$ cat config.mk
export PLATFORM = sky130hd
export DESIGN_NAME = seq_bcd_calculator
export DESIGN_NICKNAME = d
export VERILOG_FILES = /design/src/rtl/seq_bcd_calculator.sv
export SDC_FILE = /design/constraint.sdc
export NUM_CORES = 1
export LEC_CHECK = 0
export CAP_MARGIN = 30
export CORE_AREA = 3 3 171 173
export CTS_CLUSTER_SIZE = 10
export DETAILED_ROUTE_END_ITERATION = 7
export DIE_AREA = 0 0 174 176
export SKIP_LAST_GASP = 1
export SYNTH_ARGS = -nofsm -noshare
export SYNTH_HDL_FRONTEND = slang
export SYNTH_SLANG_ARGS = --single-unit
$ cat constraint.sdc
create_clock -name clk -period 5.85 [get_ports clk]
set_clock_uncertainty 0.2 [all_clocks]
set_input_delay 1.17 -clock clk [delete_from_list [all_inputs] [get_ports clk]]
set_output_delay 1.17 -clock clk [all_outputs]
set_load 0.01 [all_outputs]
$ cat src/rtl/seq_bcd_calculator.sv
// seq_bcd_calculator: 2*OP_DIGITS-digit button calculator with a multi-cycle
// add/sub/mul/div engine, double-dabble binary->BCD conversion and a
// multiplexed active-low 7-segment display.
// Optional feature macro: CALC_REMAINDER_EN. When it is defined, a divide shows
// the quotient in the left half and the remainder in the right half.
// Handshake: go/clr/in are level buttons; they act on the rising edge of their
// synchronised copy. busy rises the cycle after go is accepted and falls in the
// same cycle that the result becomes visible.
module seq_bcd_calculator #(
    parameter int OP_DIGITS   = 2,
    parameter int REFRESH_DIV = 50000,
    parameter int SYNC_STAGES = 2
) (
    input  logic                   clk,
    input  logic                   rstn,
    input  logic [2*OP_DIGITS-1:0] in,
    input  logic [1:0]             op,
    input  logic                   go,
    input  logic                   clr,
    output logic                   busy,
    output logic                   neg,
    output logic                   err,
    output logic [6:0]             seg,
    output logic [2*OP_DIGITS-1:0] an
);
    localparam int ND  = 2 * OP_DIGITS;
    localparam int HW  = 4 * OP_DIGITS;
    localparam int BW  = 4 * ND;
    localparam int OPW = $clog2(10 ** OP_DIGITS);
    localparam int RW  = 2 * OPW;
    localparam int CW  = $clog2(RW + 1);
    localparam int NI  = ND + 2;
    localparam int RCW = $clog2(REFRESH_DIV);
    localparam int SCW = $clog2(ND);

    localparam logic [1:0] OP_ADD = 2'b00;
    localparam logic [1:0] OP_SUB = 2'b01;
    localparam logic [1:0] OP_MUL = 2'b10;
    localparam logic [6:0] SEG_DASH  = 7'b0111111;
    localparam logic [6:0] SEG_BLANK = 7'h7F;

    typedef enum logic [2:0] {S_EDIT, S_LOAD, S_EXEC, S_B2D, S_SHOW} state_t;

    state_t                         state_q;
    logic [SYNC_STAGES-1:0][NI-1:0] sync_q;
    logic [NI-1:0]                  prev_q;
    logic [NI-1:0]                  edge_d;
    logic [ND-1:0]                  in_edge;
    logic                           go_edge, clr_edge;
    logic [BW-1:0]                  digits_q, digits_d;
    logic [1:0]                     op_q;
    logic [OPW-1:0]                 a_q, b_q, rem_q;
    logic [OPW-1:0]                 a_bin, b_bin;
    logic [RW-1:0]                  acc_q, mc_q, bin_q;
`ifdef CALC_REMAINDER_EN
    logic [RW-1:0]                  bin2_q;
`endif
    logic [CW-1:0]                  cnt_q;
    logic [BW-1:0]                  bcd_q;
    logic                           busy_q, neg_q, err_q;
    logic [OPW:0]                   div_sh;
    logic                           div_ge;
    logic [OPW-1:0]                 div_sub;
    logic [RCW-1:0]                 refresh_q;
    logic [SCW-1:0]                 scan_q;
    logic [3:0]                     cur_digit;
    logic                           dash;

    // Horner evaluation of an operand's BCD digits into binary
    function automatic logic [OPW-1:0] bcd_to_bin(input logic [HW-1:0] d);
        logic [RW-1:0] v;
        v = '0;
        for (int i = OP_DIGITS - 1; i >= 0; i--) v = v * RW'(10) + RW'(d[4*i +: 4]);
        return v[OPW-1:0];
    endfunction

    // One double-dabble step; with split set the two halves shift independently
    function automatic logic [BW-1:0] dd_step(input logic [BW-1:0] b, input logic hi_bit,
                                              input logic lo_bit, input logic split);
        logic [BW-1:0] a;
        a = b;
        for (int i = 0; i < ND; i++) if (a[4*i +: 4] >= 4'd5) a[4*i +: 4] = a[4*i +: 4] + 4'd3;
        dd_step = {a[BW-2:0], lo_bit};
        if (split) dd_step[HW] = hi_bit;
    endfunction

    function automatic logic [6:0] seg_decode(input logic [3:0] d);
        case (d)
            4'd0: return 7'h40;  4'd1: return 7'h79;  4'd2: return 7'h24;
            4'd3: return 7'h30;  4'd4: return 7'h19;  4'd5: return 7'h12;
            4'd6: return 7'h02;  4'd7: return 7'h78;  4'd8: return 7'h00;
            4'd9: return 7'h10;  default: return SEG_BLANK;
        endcase
    endfunction

    // Synchronise the buttons and keep the previous synchronised level
    always_ff @(posedge clk or negedge rstn) begin
        if (!rstn) begin
            sync_q <= '0;
            prev_q <= '0;
        end else begin
            sync_q <= {sync_q[SYNC_STAGES-2:0], {clr, go, in}};
            prev_q <= sync_q[SYNC_STAGES-1];
        end
    end

    assign edge_d   = sync_q[SYNC_STAGES-1] & ~prev_q;
    assign in_edge  = edge_d[ND-1:0];
    assign go_edge  = edge_d[ND];
    assign clr_edge = edge_d[ND+1];
    assign a_bin    = bcd_to_bin(digits_q[BW-1:HW]);
    assign b_bin    = bcd_to_bin(digits_q[HW-1:0]);
    assign div_sh   = {rem_q, acc_q[OPW-1]};
    assign div_ge   = (div_sh >= {1'b0, b_q});
    assign div_sub  = div_sh[OPW-1:0] - b_q;

    // Digit increments (mod 10) requested by this cycle's button edges
    always_comb begin
        digits_d = digits_q;
        for (int i = 0; i < ND; i++)
            if (in_edge[i])
                digits_d[4*i +: 4] = (digits_q[4*i +: 4] >= 4'd9) ? 4'd0 : digits_q[4*i +: 4] + 4'd1;
    end

    // Control FSM with arithmetic engine and BCD converter
    always_ff @(posedge clk or negedge rstn) begin
        if (!rstn) begin
            state_q <= S_EDIT; digits_q <= '0; op_q <= OP_ADD;
            a_q <= '0; b_q <= '0; rem_q <= '0; acc_q <= '0; mc_q <= '0; bin_q <= '0;
`ifdef CALC_REMAINDER_EN
            bin2_q <= '0;
`endif
            cnt_q <= '0; bcd_q <= '0; busy_q <= 1'b0; neg_q <= 1'b0; err_q <= 1'b0;
        end else if (clr_edge) begin
            state_q <= S_EDIT; digits_q <= '0; bcd_q <= '0;
            busy_q <= 1'b0; neg_q <= 1'b0; err_q <= 1'b0;
        end else begin
            case (state_q)
                S_EDIT, S_SHOW: begin
                    digits_q <= digits_d;
                    if (|in_edge) begin
                        state_q <= S_EDIT;
                        err_q   <= 1'b0;
                    end
                    if (go_edge) begin
                        state_q <= S_LOAD; busy_q <= 1'b1;
                        neg_q <= 1'b0; err_q <= 1'b0; op_q <= op;
                    end
                end
                S_LOAD: begin
                    a_q <= a_bin; b_q <= b_bin; mc_q <= RW'(a_bin);
                    acc_q <= (op_q == 2'b11) ? RW'(a_bin) : '0;
                    rem_q <= '0; cnt_q <= '0; state_q <= S_EXEC;
                end
                S_EXEC: begin
                    bcd_q <= '0;
                    cnt_q <= cnt_q + CW'(1);
                    case (op_q)
                        OP_ADD: begin
                            bin_q <= RW'(a_q) + RW'(b_q); cnt_q <= '0; state_q <= S_B2D;
                        end
                        OP_SUB: begin
                            if (a_q < b_q) begin
                                bin_q <= RW'(b_q - a_q); neg_q <= 1'b1;
                            end else begin
                                bin_q <= RW'(a_q - b_q);
                            end
                            cnt_q <= '0; state_q <= S_B2D;
                        end
                        OP_MUL: begin
                            if (cnt_q != CW'(OPW)) begin
                                if (b_q[0]) acc_q <= acc_q + mc_q;
                                mc_q <= mc_q << 1;
                                b_q  <= b_q >> 1;
                            end else begin
                                bin_q <= acc_q; cnt_q <= '0; state_q <= S_B2D;
                            end
                        end
                        default: begin
                            if (cnt_q != CW'(OPW)) begin
                                acc_q <= {acc_q[RW-2:0], div_ge};
                                rem_q <= div_ge ? div_sub : div_sh[OPW-1:0];
                            end else if (b_q == '0) begin
                                err_q <= 1'b1; busy_q <= 1'b0; state_q <= S_SHOW;
                            end else begin
                                bin_q <= RW'(acc_q[OPW-1:0]);
`ifdef CALC_REMAINDER_EN
                                bin2_q <= RW'(rem_q);
`endif
                                cnt_q <= '0; state_q <= S_B2D;
                            end
                        end
                    endcase
                end
                S_B2D: begin
`ifdef CALC_REMAINDER_EN
                    bcd_q  <= dd_step(bcd_q, bin_q[RW-1], bin2_q[RW-1], op_q == 2'b11);
                    bin2_q <= bin2_q << 1;
`else
                    bcd_q  <= dd_step(bcd_q, 1'b0, bin_q[RW-1], 1'b0);
`endif
                    bin_q <= bin_q << 1;
                    cnt_q <= cnt_q + CW'(1);
                    if (cnt_q == CW'(RW - 1)) begin
                        state_q <= S_SHOW; busy_q <= 1'b0;
                    end
                end
                default: state_q <= S_EDIT;
            endcase
        end
    end

    // Free-running refresh divider that advances the scanned digit
    always_ff @(posedge clk or negedge rstn) begin
        if (!rstn) begin
            refresh_q <= '0;
            scan_q    <= '0;
        end else if (refresh_q == RCW'(REFRESH_DIV - 1)) begin
            refresh_q <= '0;
            scan_q    <= (scan_q == SCW'(ND - 1)) ? '0 : scan_q + SCW'(1);
        end else begin
            refresh_q <= refresh_q + RCW'(1);
        end
    end

    // Segment/anode drive: entered digits while editing, result in SHOW
    always_comb begin
        cur_digit = digits_q[{scan_q, 2'b00} +: 4];
        dash      = 1'b0;
        if (state_q == S_SHOW) begin
            cur_digit = bcd_q[{scan_q, 2'b00} +: 4];
            if (err_q) dash = 1'b1;
            else if (neg_q && scan_q == SCW'(ND - 1)) dash = 1'b1;
        end
        seg = dash ? SEG_DASH : seg_decode(cur_digit);
        an  = ~(ND'(1) << scan_q);
    end

    assign busy = busy_q;
    assign neg  = neg_q;
    assign err  = err_q;
endmodule

==> metrics.md, run 1 <==
| Metric | Value |
|---|---|
| Status | `finished, final reports clean` |
| Top_reg_cell synth | `dfrtp_1` |
| Cell Rows | `just over 60` |
| Max cap viols | `0` |
| Largest stage delay on the critical path | `580 ps` |
| Area growth from synthesis to layout | `13.3%` |
| Drt drc | `0` |
| Critical path class | `reg2out` |
| CP max stage cell | `mux4_2` |
| Hold buffers post-CTS | `0` |
| FILL cells | `2796` |
| Share of layout cells above drive strength 1 | `0.0727` |
| PwrDens | `about 450 nW/µm²` |
| Sw frac | `0.436` |
| Min Tclk post-route | `roughly 5300 ps` |
| Internal power | `~0.0027 W` |
| Top cells by area, synth | `dfrtp_1, ha_1, o21ai_0, nand2_1, a21oi_1` |
| Worst-margin pin slew | `~1000 ps` |
| First-pass GRT wire length | `39000 µm` |
| Worst hold path class | `reg2reg` |
| Overall power | `0.00482 W` |
| Multi-input logic area | `between 5000 and 6000 µm²` |
| Post-Synthesis Cells | `roughly 1000` |
| Vias in the first global route | `~7600` |
| IO buf count | `23` |
| Slew Limit Fails | `0` |
| F_max | `188 MHz` |
| CP cell instances | `nor2_2 > and2_1 > mux4_2 > mux2i_4 > ha_1 > inv_1 > o21ai_0 > a21oi_1 > or3_1 > clkdlybuf4s50_1` |
| Worst rel slew slack | `0.332` |
| CP Max Fanout | `13` |
| Switch Pwr | `0.00210 W` |
| Post-synth top area cell | `dfrtp_1` |
| Layout net count | `1150` |
| CP endpoint kind | `output port` |
| Full die area | `around 30000 µm²` |
| Die H | `approximately 180 µm` |
| Combinational power share | `0.468` |
| CTS sink cnt | `between 100 and 150` |
| Share of the yosys chip area belonging to registers | `0.378` |
| Core ar. | `between 20000 and 30000 µm²` |
| Ys async rst share | `1.00` |
| Post-route ant nets | `0` |
| Area fraction of the dominant cell type after synthesis | `0.378` |
| Worst hold slack | `between 100 and 150 ps` |
| CTS resizes | `0` |
| Placer's final routability congestion estimate | `0.906` |
| Register bit total from synthesis | `approximately 140` |
| Post-CTS setup buffer count | `0` |
| CTS Buf Count | `17` |
| Post-synth EDFFs | `0` |
| Synthesized Nets | `between 1000 and 1500` |
| Later-pin clock latency in the skew report | `~430 ps` |
| Final WL | `between 20000 and 25000 µm` |
| Setup TNS | `0 ps` |
| CTS tree | `built` |
| Post-detail-place hpwl | `between 15000 and 20000 µm` |
| WL/cell | `between 15 and 20 µm` |
| Synth cell types | `between 70 and 80` |
| Startpoint Class | `flip-flop` |
| Pleak | `~4.8 nW` |
| Htree depth | `4` |
| Iteration-0 DRC Markers | `roughly 440` |
| Crit path DAT | `3940 ps` |
| Synth Cell Area | `between 9000 and 10000 µm²` |
| Yosys Warn Count | `0` |
| Hold Violations, Final | `0` |
| Starting Density | `0.341` |
| Setup-failing EPs final | `0` |
| Reg power frac | `0.296` |
| Max IR drop VDD | `0.000278 V` |
| DIE WIDTH | `between 150 and 200 µm` |
| Vias | `7588` |
| Largest net degree at the start of global routing | `60` |
| Vias per cell | `5.28` |
| Drt pass-1 iters | `5` |
| Syn Area/Cell | `roughly 9.2 µm²` |
| Grt ovf | `0` |
| Unrepaired setup endpoints after global routing | `no` |
| Period utilisation layout | `0.907` |
| Clk network pwr share | `0.236` |
| Layout Utilization | `0.387` |
| Register Area | `around 3600 µm²` |
| Cell chosen for the clock root | `clkbuf_16` |
| Worst Path Required | `about 4500 ps` |
| Synth top cells by count | `dfrtp_1, nand2_1, o21ai_0, ha_1, nor2_1` |
| Initial antenna violation count | `0` |
| Most frequent cell after synthesis | `dfrtp_1` |
| Tot GR Track Use | `0.156` |
| Max clock buf depth | `2` |
| I/O Pins | `24` |
| # diodes | `0` |
| CTS clk-pin slew, worst paths | `~70 ps` |
==> layout by cell type, fill, tap and decap left out, drive strengths merged, types with 6 or more instances in the layout <==
| cell | instances |
|---|---|
| nor2 | 72 |
| xnor2 | 26 |
| a211oi | 18 |
| nor3 | 25 |
| mux4 | 8 |
| a21o | 13 |
| o21a | 9 |
| and3 | 8 |
| inv | 72 |
| a21oi | 71 |
| o22ai | 6 |
| mux2i | 13 |
| o21bai | 6 |
| a22o | 19 |
| nand3 | 22 |
| nor2b | 22 |
| buf | 13 |
| fa | 9 |
| xor2 | 21 |
| nand2 | 114 |
| dfrtp | 143 |
| ha | 85 |
| clkdlybuf4s50 | 22 |
| clkbuf | 18 |
| nand4 | 12 |
| mux2 | 7 |
| o31ai | 16 |
| nand2b | 13 |
| o21ai | 100 |
==> area by class of cell <==
| class | count | share of cell area |
|---|---|---|
| multi-input combinational | 784 | 0.513 |
| timing repair buffer | 35 | 0.0299 |
| tap | 378 | 0.0440 |
| inverter | 65 | 0.0227 |
| clock buffer | 18 | 0.0409 |
| clock inverter | 14 | 0.0162 |
| sequential | 143 | 0.333 |
==> critical path: cells and delay by family (launching register included) <==
family / cells / cell delay (ps)
AOI/OAI and AO/OA: 2 / 210
muxes: 2 / 860
buffers and inverters: 2 / 530
DFF: 1 / 470
and+or+nand+nor: 3 / 1240
adders and majority gates: 1 / 190
==> cells by family (layout without fill, tap and decap cells) <==
kind of cell / after synthesis / count (layout) / share of synthesized area
compound gates: 301 / 301 / 0.202
simple gates: 314 / 314 / 0.156
buf+inv: 102 / 132 / 0.0421
mux: 28 / 28 / 0.0470
fa+ha+maj: 94 / 94 / 0.131
xor+xnor: 47 / 47 / 0.0434
flops: 143 / 143 / 0.378
==> registers in the layout (all words and copies together), names as in the netlist, 3 cells and up <==
| name | count |
|---|---|
| a_q | 7 |
| acc_q | 14 |
| b_q | 7 |
| bcd_q | 16 |
| bin_q | 14 |
| cnt_q | 4 |
| digits_q | 16 |
| mc_q | 14 |
| prev_q | 6 |
| refresh_q | 16 |
| rem_q | 7 |
| state_q | 3 |
| sync_q | 12 |
==> per-stage QoR <==
step	instance area [µm²]	instances	setup WS [ps]
2_1_floorplan	9480	1029	2050
3_3_place_gp	10100	1405	1080
3_5_place_dp	10100	1405	973
4_1_cts	10700	1437	517
5_1_grt	10700	1437	343
6_report	10700	1437	543
==> final timing paths <==
path                              to  depth (start not counted)  slack, ps        from
min reg2reg                sync_q[6]                          0        150   sync_q[0]
max                           seg[4]                         10        540  state_q[0]
min in group asynchronous   bcd_q[7]                          1        400        rstn
max in group asynchronous   rem_q[0]                          2       3970        rstn
max reg2reg                 bin_q[8]                          8       2550      b_q[1]
min                        sync_q[6]                          0        150   sync_q[0]
==> metal layers <==
layer  global-route usage  routed length, µm  vias to the layer above
met4               0.0533                495                        0
met5                    0                  0                        -
met2                0.253              10700                      168
met3               0.0222                915                       39
met1                0.216              11300                     3656
li1                     -                  -                     3725
==> power groups by stage <==
stage | logic, W | registers, W | clock network, W
after detailed placement | 0.00224 | 0.00144 | 0
final | 0.00225 | 0.00142 | 0.00114
after floorplan | 0.00166 | 0.00136 | 0
after global routing | 0.00255 | 0.00146 | 0.00120
after global placement | 0.00221 | 0.00143 | 0
after CTS | 0.00226 | 0.00142 | 0.00116
No activity file was read; power rests on OpenSTA's default activity.
==> run 2: changes to the inputs <==
--- a/config.mk
+++ b/config.mk
@@ -5,11 +5,12 @@
 export SDC_FILE = /design/constraint.sdc
 export NUM_CORES = 1
 export LEC_CHECK = 0
-export CAP_MARGIN = 30
-export CORE_AREA = 3 3 171 173
+export CAP_MARGIN = 20
+export CORE_AREA = 2 2 170 172
 export CTS_CLUSTER_SIZE = 10
 export DETAILED_ROUTE_END_ITERATION = 7
-export DIE_AREA = 0 0 174 176
+export DIE_AREA = 0 0 172 174
+export PLACE_DENSITY = 0.48
 export SKIP_LAST_GASP = 1
 export SYNTH_ARGS = -nofsm -noshare
 export SYNTH_HDL_FRONTEND = slang
==> run 2 against run 1 <==
  * Worst setup slack better by 34 ps
  * Highest routed layer unchanged
  * Largest cell class unchanged
  * Wire length up 5.0%
  * Largest power group unchanged
  * Sequential power about the same
  * Cell count increased by 0.63%
  * Non-clock buffer count is 4 higher
  * Critical path type unchanged
  * Clock-buffer cell count rose by 2
  * Worst hold slack worse by 0.95 ps
==> metrics.md, run 2 (same netlist as run 1, synthesis figures left out) <==
| Metric | Value |
|---|---|
| CTS tree | `built` |
| Post-route ant nets | `0 (unchanged)` |
| Max IR drop VDD | `0.000200 V (-28%)` |
| Commonest non-fill, non-tap cell in the layout | `dfrtp_1` |
| Final non-filler cell total | `1446 (+0.63%)` |
| Startpoint Class | `flip-flop` |
| Max cap viols | `0 (unchanged)` |
| Die H | `174 µm (-1.1%)` |
| I/O Pins | `24 (unchanged)` |
| CTS Buf Count | `17 (unchanged)` |
| Drt drc | `0 (unchanged)` |
| Placed cells | `1415 (+0.71%)` |
| Htree depth | `4 (unchanged)` |
| Vias | `7392 (-2.6%)` |
| M1 WL | `12000 µm (+6.5%)` |
| Tot GR Track Use | `0.175 (+0.0185)` |
| Vias per cell | `5.11 (-3.2%)` |
| CTS resizes | `0 (unchanged)` |
| Hold Violations, Final | `0 (unchanged)` |
| Setup-failing EPs final | `0 (unchanged)` |
| Slew Limit Fails | `0 (unchanged)` |
| Pleak | `4.85 nW (+0.47%)` |
| Grt ovf | `0 (unchanged)` |
| First-pass GRT wire length | `41000 µm (+5.2%)` |
| IO buf count | `23 (unchanged)` |
| Setup TNS | `0 ps (unchanged)` |
| Placed inst area | `10200 µm² (+0.32%)` |
| CTS clk-pin slew, worst paths | `60 ps (about the same)` |
| Vias in the first global route | `7487 (-0.83%)` |
| Crit path DAT | `3900 ps (-40 ps)` |
| Highest Signal Layer | `met4` |
| Hold depth | `0 (unchanged)` |
| Layout net count | `1154 (+0.35%)` |
| Hold buffers post-CTS | `0 (unchanged)` |
| Final WL | `24500 µm (+5.0%)` |
| Post-CTS setup buffer count | `0 (unchanged)` |
| Core ar. | `28200 µm² (+1.6%)` |
| DIE WIDTH | `172 µm (-1.1%)` |
| Most frequent cells in the layout | `dfrtp_1, nand2_1, o21ai_0` |
| Cell Rows | `62 (+1.6%)` |
| Later-pin clock latency in the skew report | `420 ps (about the same)` |
| Largest net degree at the start of global routing | `55 (-8.3%)` |
| Starting Density | `0.336 (-0.00550)` |
| Met2 WL | `11500 µm (+7.9%)` |
| Unrepaired setup endpoints after global routing | `no` |
| Fin area | `10800 µm² (+0.15%)` |
| Worst reg2reg path depth | `9 (+1)` |
| Max clock buf depth | `2 (unchanged)` |
| Period utilisation layout | `0.902 (-0.00573)` |
| Worst rel slew slack | `0.333 (+0.00103)` |
| WL/cell | `17.0 µm (+4.3%)` |
| Status | `finished, final reports clean` |
| Met3 Wirelength | `606 µm (-34%)` |
| Post-detail-place hpwl | `18100 µm (+5.9%)` |
| Worst hold path class | `reg2reg` |
| Share of layout cells above drive strength 1 | `0.0734 (+0.000736)` |
| # diodes | `0 (unchanged)` |
| Area growth from synthesis to layout | `13.5%` |
| Worst Path Required | `4480 ps (about the same)` |
| PwrDens | `447 nW/µm² (-0.32%)` |
| Worst-margin pin slew | `991 ps (-3.04 ps)` |
| F_max | `190 MHz (+0.64%)` |
| Iteration-0 DRC Markers | `614 (+40%)` |
| CTS sink cnt | `143 (unchanged)` |
| Placer's final routability congestion estimate | `0.820 (-9.5%)` |
| Drt pass-1 iters | `5 (unchanged)` |
| CP Max Fanout | `13 (unchanged)` |
| CP endpoint kind | `output port` |
| Initial antenna violation count | `0 (unchanged)` |
| Biggest regs | `bcd_q: 16 flops, digits_q: 16 flops, refresh_q: 16 flops` |
| Min Tclk post-route | `5270 ps (-33.5 ps)` |
| Critical path class | `reg2out` |
| Full die area | `29900 µm² (-2.3%)` |
| Cell chosen for the clock root | `clkbuf_16` |
[run 2: cell type report]
class | count | area, µm²
Multi-Input combinational cell | 784 | 5510
Tap cell | 384 | 480
Fill cell | 2884 | 17500
Clock inverter | 11 | 140
Timing Repair Buffer | 39 | 352
Sequential cell | 143 | 3580
Clock buffer | 20 | 457
Inverter | 65 | 244
[run 2: through the flow]
stage | hold WS, ps | utilization | setup WS [ps] | power (W)
detailed placement | 137 | 0.360 | 1010 | 0.00373
global placement | 133 | 0.360 | 1070 | 0.00373
finish | 148 | 0.381 | 576 | 0.00481
floorplan | 131 | - | 2050 | 0.00302
global route | 152 | 0.381 | 331 | 0.00522
CTS | 151 | 0.381 | 552 | 0.00487
[run 2: path summary, 6_finish.rpt]
check / start / end / slack [ps]
setup reg to reg: b_q[1] / bin_q[10] / 2570
hold reg to reg: sync_q[5] / sync_q[11] / 150
setup / recovery: state_q[0] / seg[4] / 580
hold / removal: sync_q[5] / sync_q[11] / 150
max in group asynchronous: rstn / sync_q[1] / 3870
min in group asynchronous: rstn / bcd_q[11] / 470
[run 2: where the power goes]
group	internal (W)	switching [W]	total, W
combinational	0.000884	0.00138	0.00227
sequential	0.00119	0.000246	0.00143
clock	0.000688	0.000423	0.00111
[run 2: metal layers]
metal  GRT usage  up-vias
met2       0.284      103
met3      0.0285       19
met5           0        -
li1            -     3719
met4      0.0480        0
met1       0.241     3551
[run 2: worst max-delay path: stages (launching register included)]
cell	delay [ps]
dfrtp_1	480
nor2_2	440
and2_1	440
mux4_2	580
mux2i_4	270
ha_1	190
inv_1	40
o21ai_0	150
a21oi_1	50
or3_1	350
clkdlybuf4s50_1	480
==> run 3: changes to the inputs <==
--- a/config.mk
+++ b/config.mk
@@ -5,12 +5,12 @@
 export SDC_FILE = /design/constraint.sdc
 export NUM_CORES = 1
 export LEC_CHECK = 0
-export CAP_MARGIN = 20
-export CORE_AREA = 2 2 170 172
+export CAP_MARGIN = 40
+export CORE_AREA = 2 2 122 242
 export CTS_CLUSTER_SIZE = 10
 export DETAILED_ROUTE_END_ITERATION = 7
-export DIE_AREA = 0 0 172 174
-export PLACE_DENSITY = 0.48
+export DIE_AREA = 0 0 124 244
+export PLACE_DENSITY = 0.47
 export SKIP_LAST_GASP = 1
 export SYNTH_ARGS = -nofsm -noshare
 export SYNTH_HDL_FRONTEND = slang
==> run 3 against run 2 <==
  * Cell count down 1.5%
  * Global-route usage rose by 2.3 points
  * Wire length up 14%
  * Sequential cell count unchanged
  * Core utilization fell by 0.052 points
  * Register-to-register slack worse by 100 ps
  * Critical path type unchanged
==> metrics.md, run 3 (same netlist as run 1, synthesis figures left out) <==
| Metric | Value |
|---|---|
| CTS sink cnt | `143 (unchanged)` |
| IO buf count | `23 (unchanged)` |
| Final non-filler cell total | `1424 (-1.5%)` |
| FILL cells | `2925 (+1.4%)` |
| Worst reg2reg path depth | `10 (+1)` |
| Post-CTS setup buffer count | `0 (unchanged)` |
| Tot GR Track Use | `0.198 (+0.0229)` |
| Drt drc | `0 (unchanged)` |
| Placer's final routability congestion estimate | `0.853 (+4.0%)` |
| Starting Density | `0.335 (-0.000772)` |
| Cell chosen for the clock root | `clkbuf_16` |
| Overall power | `0.00493 W (+2.5%)` |
| Startpoint Class | `flip-flop` |
| Layout net count | `1159 (+0.43%)` |
| Most frequent cells in the layout | `dfrtp_1, nand2_1, o21ai_0` |
| Reg-to-reg endpoint | `bin_q[8]` |
| Die H | `244 µm (+40%)` |
| Worst R2R Setup Slack | `2470 ps (-100 ps)` |
| Worst hold path class | `reg2reg` |
| Hold depth | `0 (unchanged)` |
| WHS Endpoint | `sync_q[10]` |
| Status | `finished, final reports clean` |
| Area growth from synthesis to layout | `13.6% (about the same)` |
| CTS resizes | `0 (unchanged)` |
| Max cap viols | `0 (unchanged)` |
| DIE WIDTH | `124 µm (-28%)` |
| Max IR drop VDD | `0.000255 V (+27%)` |
| CP endpoint kind | `output port` |
| Cell Rows | `87 (+40%)` |
| CTS Buf Count | `17 (unchanged)` |
| Share of layout cells above drive strength 1 | `0.0796 (+0.00614)` |
| HP Start | `sync_q[4]` |
| Commonest non-fill, non-tap cell in the layout | `dfrtp_1` |
| # diodes | `0 (unchanged)` |
| Max clock buf depth | `2 (unchanged)` |
| Vias in the first global route | `8133 (+8.6%)` |
| Final WL | `27900 µm (+14%)` |
| Grt ovf | `0 (unchanged)` |
| Later-pin clock latency in the skew report | `450 ps (+30 ps)` |
| Worst R2R Start | `b_q[1]` |
| Multi-input logic area | `5510 µm² (unchanged)` |
| Period utilisation layout | `0.903 (+0.00176)` |
| Post-detail-place hpwl | `21800 µm (+20%)` |
| Crit path DAT | `3910 ps (about the same)` |
| CTS tree | `built` |
| WL/cell | `19.6 µm (+15%)` |
| Iteration-0 DRC Markers | `334 (-46%)` |
| Critical path class | `reg2out` |
| Post-route ant nets | `0 (unchanged)` |
| Full die area | `30300 µm² (+1.1%)` |
| Worst rel slew slack | `0.420 (+0.0863)` |
| Placed cells | `1392 (-1.6%)` |
| CTS clk-pin slew, worst paths | `70 ps (about the same)` |
| Setup TNS | `0 ps (unchanged)` |
| Hold buffers post-CTS | `0 (unchanged)` |
| PwrDens | `458 nW/µm² (+2.5%)` |
| Hold Violations, Final | `0 (unchanged)` |
| Core ar. | `28300 µm² (+0.23%)` |
| Htree depth | `4 (unchanged)` |
| Min Tclk post-route | `5280 ps (+10.3 ps)` |
| Pleak | `4.88 nW (+0.51%)` |
| Initial antenna violation count | `0 (unchanged)` |
| Setup-failing EPs final | `0 (unchanged)` |
| Largest net degree at the start of global routing | `78 (+42%)` |
| Layout Utilization | `0.381 (-0.000522)` |
| CP Max Fanout | `13 (unchanged)` |
| Drt pass-1 iters | `4 (-1)` |
| Slew Limit Fails | `0 (unchanged)` |
| Vias | `7671 (+3.8%)` |
| Biggest regs | `bcd_q: 16 flops, digits_q: 16 flops, refresh_q: 16 flops` |
| Unrepaired setup endpoints after global routing | `no` |
| First-pass GRT wire length | `44700 µm (+8.9%)` |
| Worst-margin pin slew | `849 ps (-142 ps)` |
| F_max | `189 MHz (-0.19%)` |
| Register Area | `3580 µm² (unchanged)` |
| Worst Path Required | `4480 ps (about the same)` |
| Vias per cell | `5.39 (+5.4%)` |
| I/O Pins | `24 (unchanged)` |
[run 3: cell count changes in the layout (fill, tap and decap cells not counted), moves of 3 or more]
cell       change
inv_6          +4
clkinv_8       +4
bufinv_16      -3
buf_4          +4
inv_8          +6
clkinv_2       -5
[run 3: how the worst max path moves through the flow]
stage	startpoint	to	slack, ps	cells past startpoint
after floorplan	state_q[0]	seg[4]	2050	11
after global placement	state_q[0]	seg[4]	1040	10
after detailed placement	state_q[0]	seg[4]	1020	10
after CTS	state_q[0]	seg[4]	510	10
after global routing	state_q[0]	seg[4]	210	10
final	state_q[0]	seg[4]	570	10
[run 3: layer usage]
metal	track usage	up-vias	part of all wire
met5	0	-	0
met4	0.133	0	0.069
met3	0.0294	69	0.017
met2	0.377	118	0.57
met1	0.187	3751	0.35
li1	-	3733	-
[run 3: report_power, final]
part | switching (W) | total, W | internal (W) | leakage [nW]
Sequential | 0.000254 | 0.00144 | 0.00118 | 1.88
Clock | 0.000533 | 0.00111 | 0.000579 | 0.296
Combinational | 0.00148 | 0.00238 | 0.000901 | 2.70
Total | 0.00227 | 0.00493 | 0.00266 | 4.88
[run 3: area by class of cell]
class,instances,area share
clock buffers,17,0.0395
multi-input cells,784,0.511
repair buffers,44,0.0364
inverters,65,0.0227
clock inverters,15,0.0164
flip-flops and latches,143,0.332
well taps,356,0.0414
[run 3: through the flow]
step           area (µm²)  hold slack (ps)  worst slack [ps]
6_report            10800              142               566
5_1_grt             10800              159               212
4_1_cts             10800              147               512
3_5_place_dp        10200              136              1020
3_3_place_gp        10100              138              1040
2_1_floorplan        9480              131              2050
[run 3: critical path, cell delays in order (launching register included)]
cell and delay [ps]:
dfrtp_1 470, nor2_2 380, and2_1 480, mux4_2 590
mux2i_4 280, ha_1 190, inv_1 50, o21ai_0 150
a21oi_1 50, or3_1 350, clkdlybuf4s50_1 480
==> RTL edit: new RTL, flow settings as in run 3 <==
Build with the macro `CALC_REMAINDER_EN` defined.
--- a/src/rtl/seq_bcd_calculator.sv
+++ b/src/rtl/seq_bcd_calculator.sv
@@ -8,2 +8,4 @@
 // same cycle that the result becomes visible.
+`define CALC_REMAINDER_EN
+
 module seq_bcd_calculator #(
Behaviour: no difference found for any inputs over 10 cycles, from zero or initial values and one cycle with rstn low; that may be too few to reach the edited logic, so the function may still have changed.
==> RTL edit against run 3 <==
Sequential power grew 6%. Total power grew 2.9%. Worst setup slack gained 0.069 ns. Wire length grew 9.7%. Final area grew 8.0%. Synthesized area grew 11%. Sequential cell count grew 14.
==> RTL edit: results (changes against run 3) <==
Timing
  – Worst-margin pin slew: 0.9856 ns (+0.1369 ns)
  – Final hold slack: 0.1480 ns (+0.005845 ns)
  – Final period utilization: 0.8915 (-0.01179)

Routing
  – Met2 wire len: 17.39 mm (+9.6%)
  – Via-to-Cell Ratio: 5.538 (+2.8%)
  – WL final: 30.61 mm (+9.7%)
  – DR WL/cell: 20.10 um (+2.6%)
  – M1 wire length: 10.82 mm (+12%)
  – Drt first pass iters: 5 (+1)

Layout
  – Fill count: 2907 (-0.62%)
  – Layout cell share with drive strength beyond 1: 0.06598 (-0.01361)
  – NumNets Final: 1260 (+8.7%)

Power
  – Peak supply drop: 0.2519 mV (-1.1%)
  – Int Power: 2.818 mW (+5.7%)
  – Pwr Total: 5.076 mW (+2.9%)
  – Clock network fraction of design power: 0.220 (-0.006)
  – Combinational power: 2.44 mW (+3%)

Placement
  – Post-DP HPWL: 23.18 mm (+6.2%)
  – Gp weighted congestion: 0.8704 (+2.0%)
  – Worst slack at placement: 1.106 ns (+0.08871 ns)
  – DP Area: 11060 um2 (+8.8%)
  – DP Cell Count: 1493 (+7.3%)

Hold path
  – Min-delay src: sync_q[3]
  – Worst Hold Path EP: sync_q[9]

Global routing
  – GR Util met2: 0.4116 (+0.03458)
  – Vias in the first global route: 8904 (+9.5%)
  – Largest net degree at the start of global routing: 158 (+100%)
  – GR Layer Usage met3: 0.02938 (unchanged)
  – Total GRT Usage: 0.2143 (+0.01658)

Logic synthesis
  – Top cells by count, synth: dfrtp_1, nand2_1, o21ai_0, ha_1, a21oi_1
  – Post-synthesis sequential area ratio: 0.3749 (-0.002583)
  – Yosys cell types: 82 (+14%)
  – Synth top area cells: dfrtp_1, ha_1, o21ai_0

Setup path
  – Setup slack, reg-to-reg: 2.54 ns (+0.07 ns)
  – CP max FO: 17 (+4)
  – Slowest cell delay on critical path: 0.56 ns (-0.03 ns)
  – WP data arrival: 3.85 ns (-0.06 ns)
  – Worst r2r path cells: 8 (-2)
  – RR Endpoint: bin_q[13]
  – Slowest cell on crit path: dfrtp_1
  – Cell family with most CP delay: buffers and inverters

Status
  – Status: complete, no violations
[RTL edit: cell types whose count changed after synthesis, sizes merged, moves of 6 or more]
cell / change
dfrtp: +14
nand2: +19
buf: +11
mux2i: +22
nor3: -7
a21oi: +8
o2bb2ai: +6
o21ai: +10
nor2: -6
a21o: +10
[RTL edit: kinds of logic after synthesis]
group / share of synthesized area
AO/OA/AOI/OAI: 0.2035
XOR/XNOR: 0.03510
adder cells (fa/ha/maj): 0.1187
buffers and inverters: 0.04680
flip-flops: 0.3749
multiplexers: 0.05170
AND/OR/NAND/NOR: 0.1693
[RTL edit: cell type report]
type / instances / area [um2] / area share
Clock inverter: 12 / 138.9 / 0.01194
Sequential cell: 157 / 3929 / 0.3379
Tap cell: 356 / 445.4 / 0.03831
Inverter: 71 / 266.5 / 0.02292
Multi-Input combinational cell: 872 / 6066 / 0.5217
Clock buffer: 18 / 429.2 / 0.03691
Timing Repair Buffer: 37 / 352.8 / 0.03035
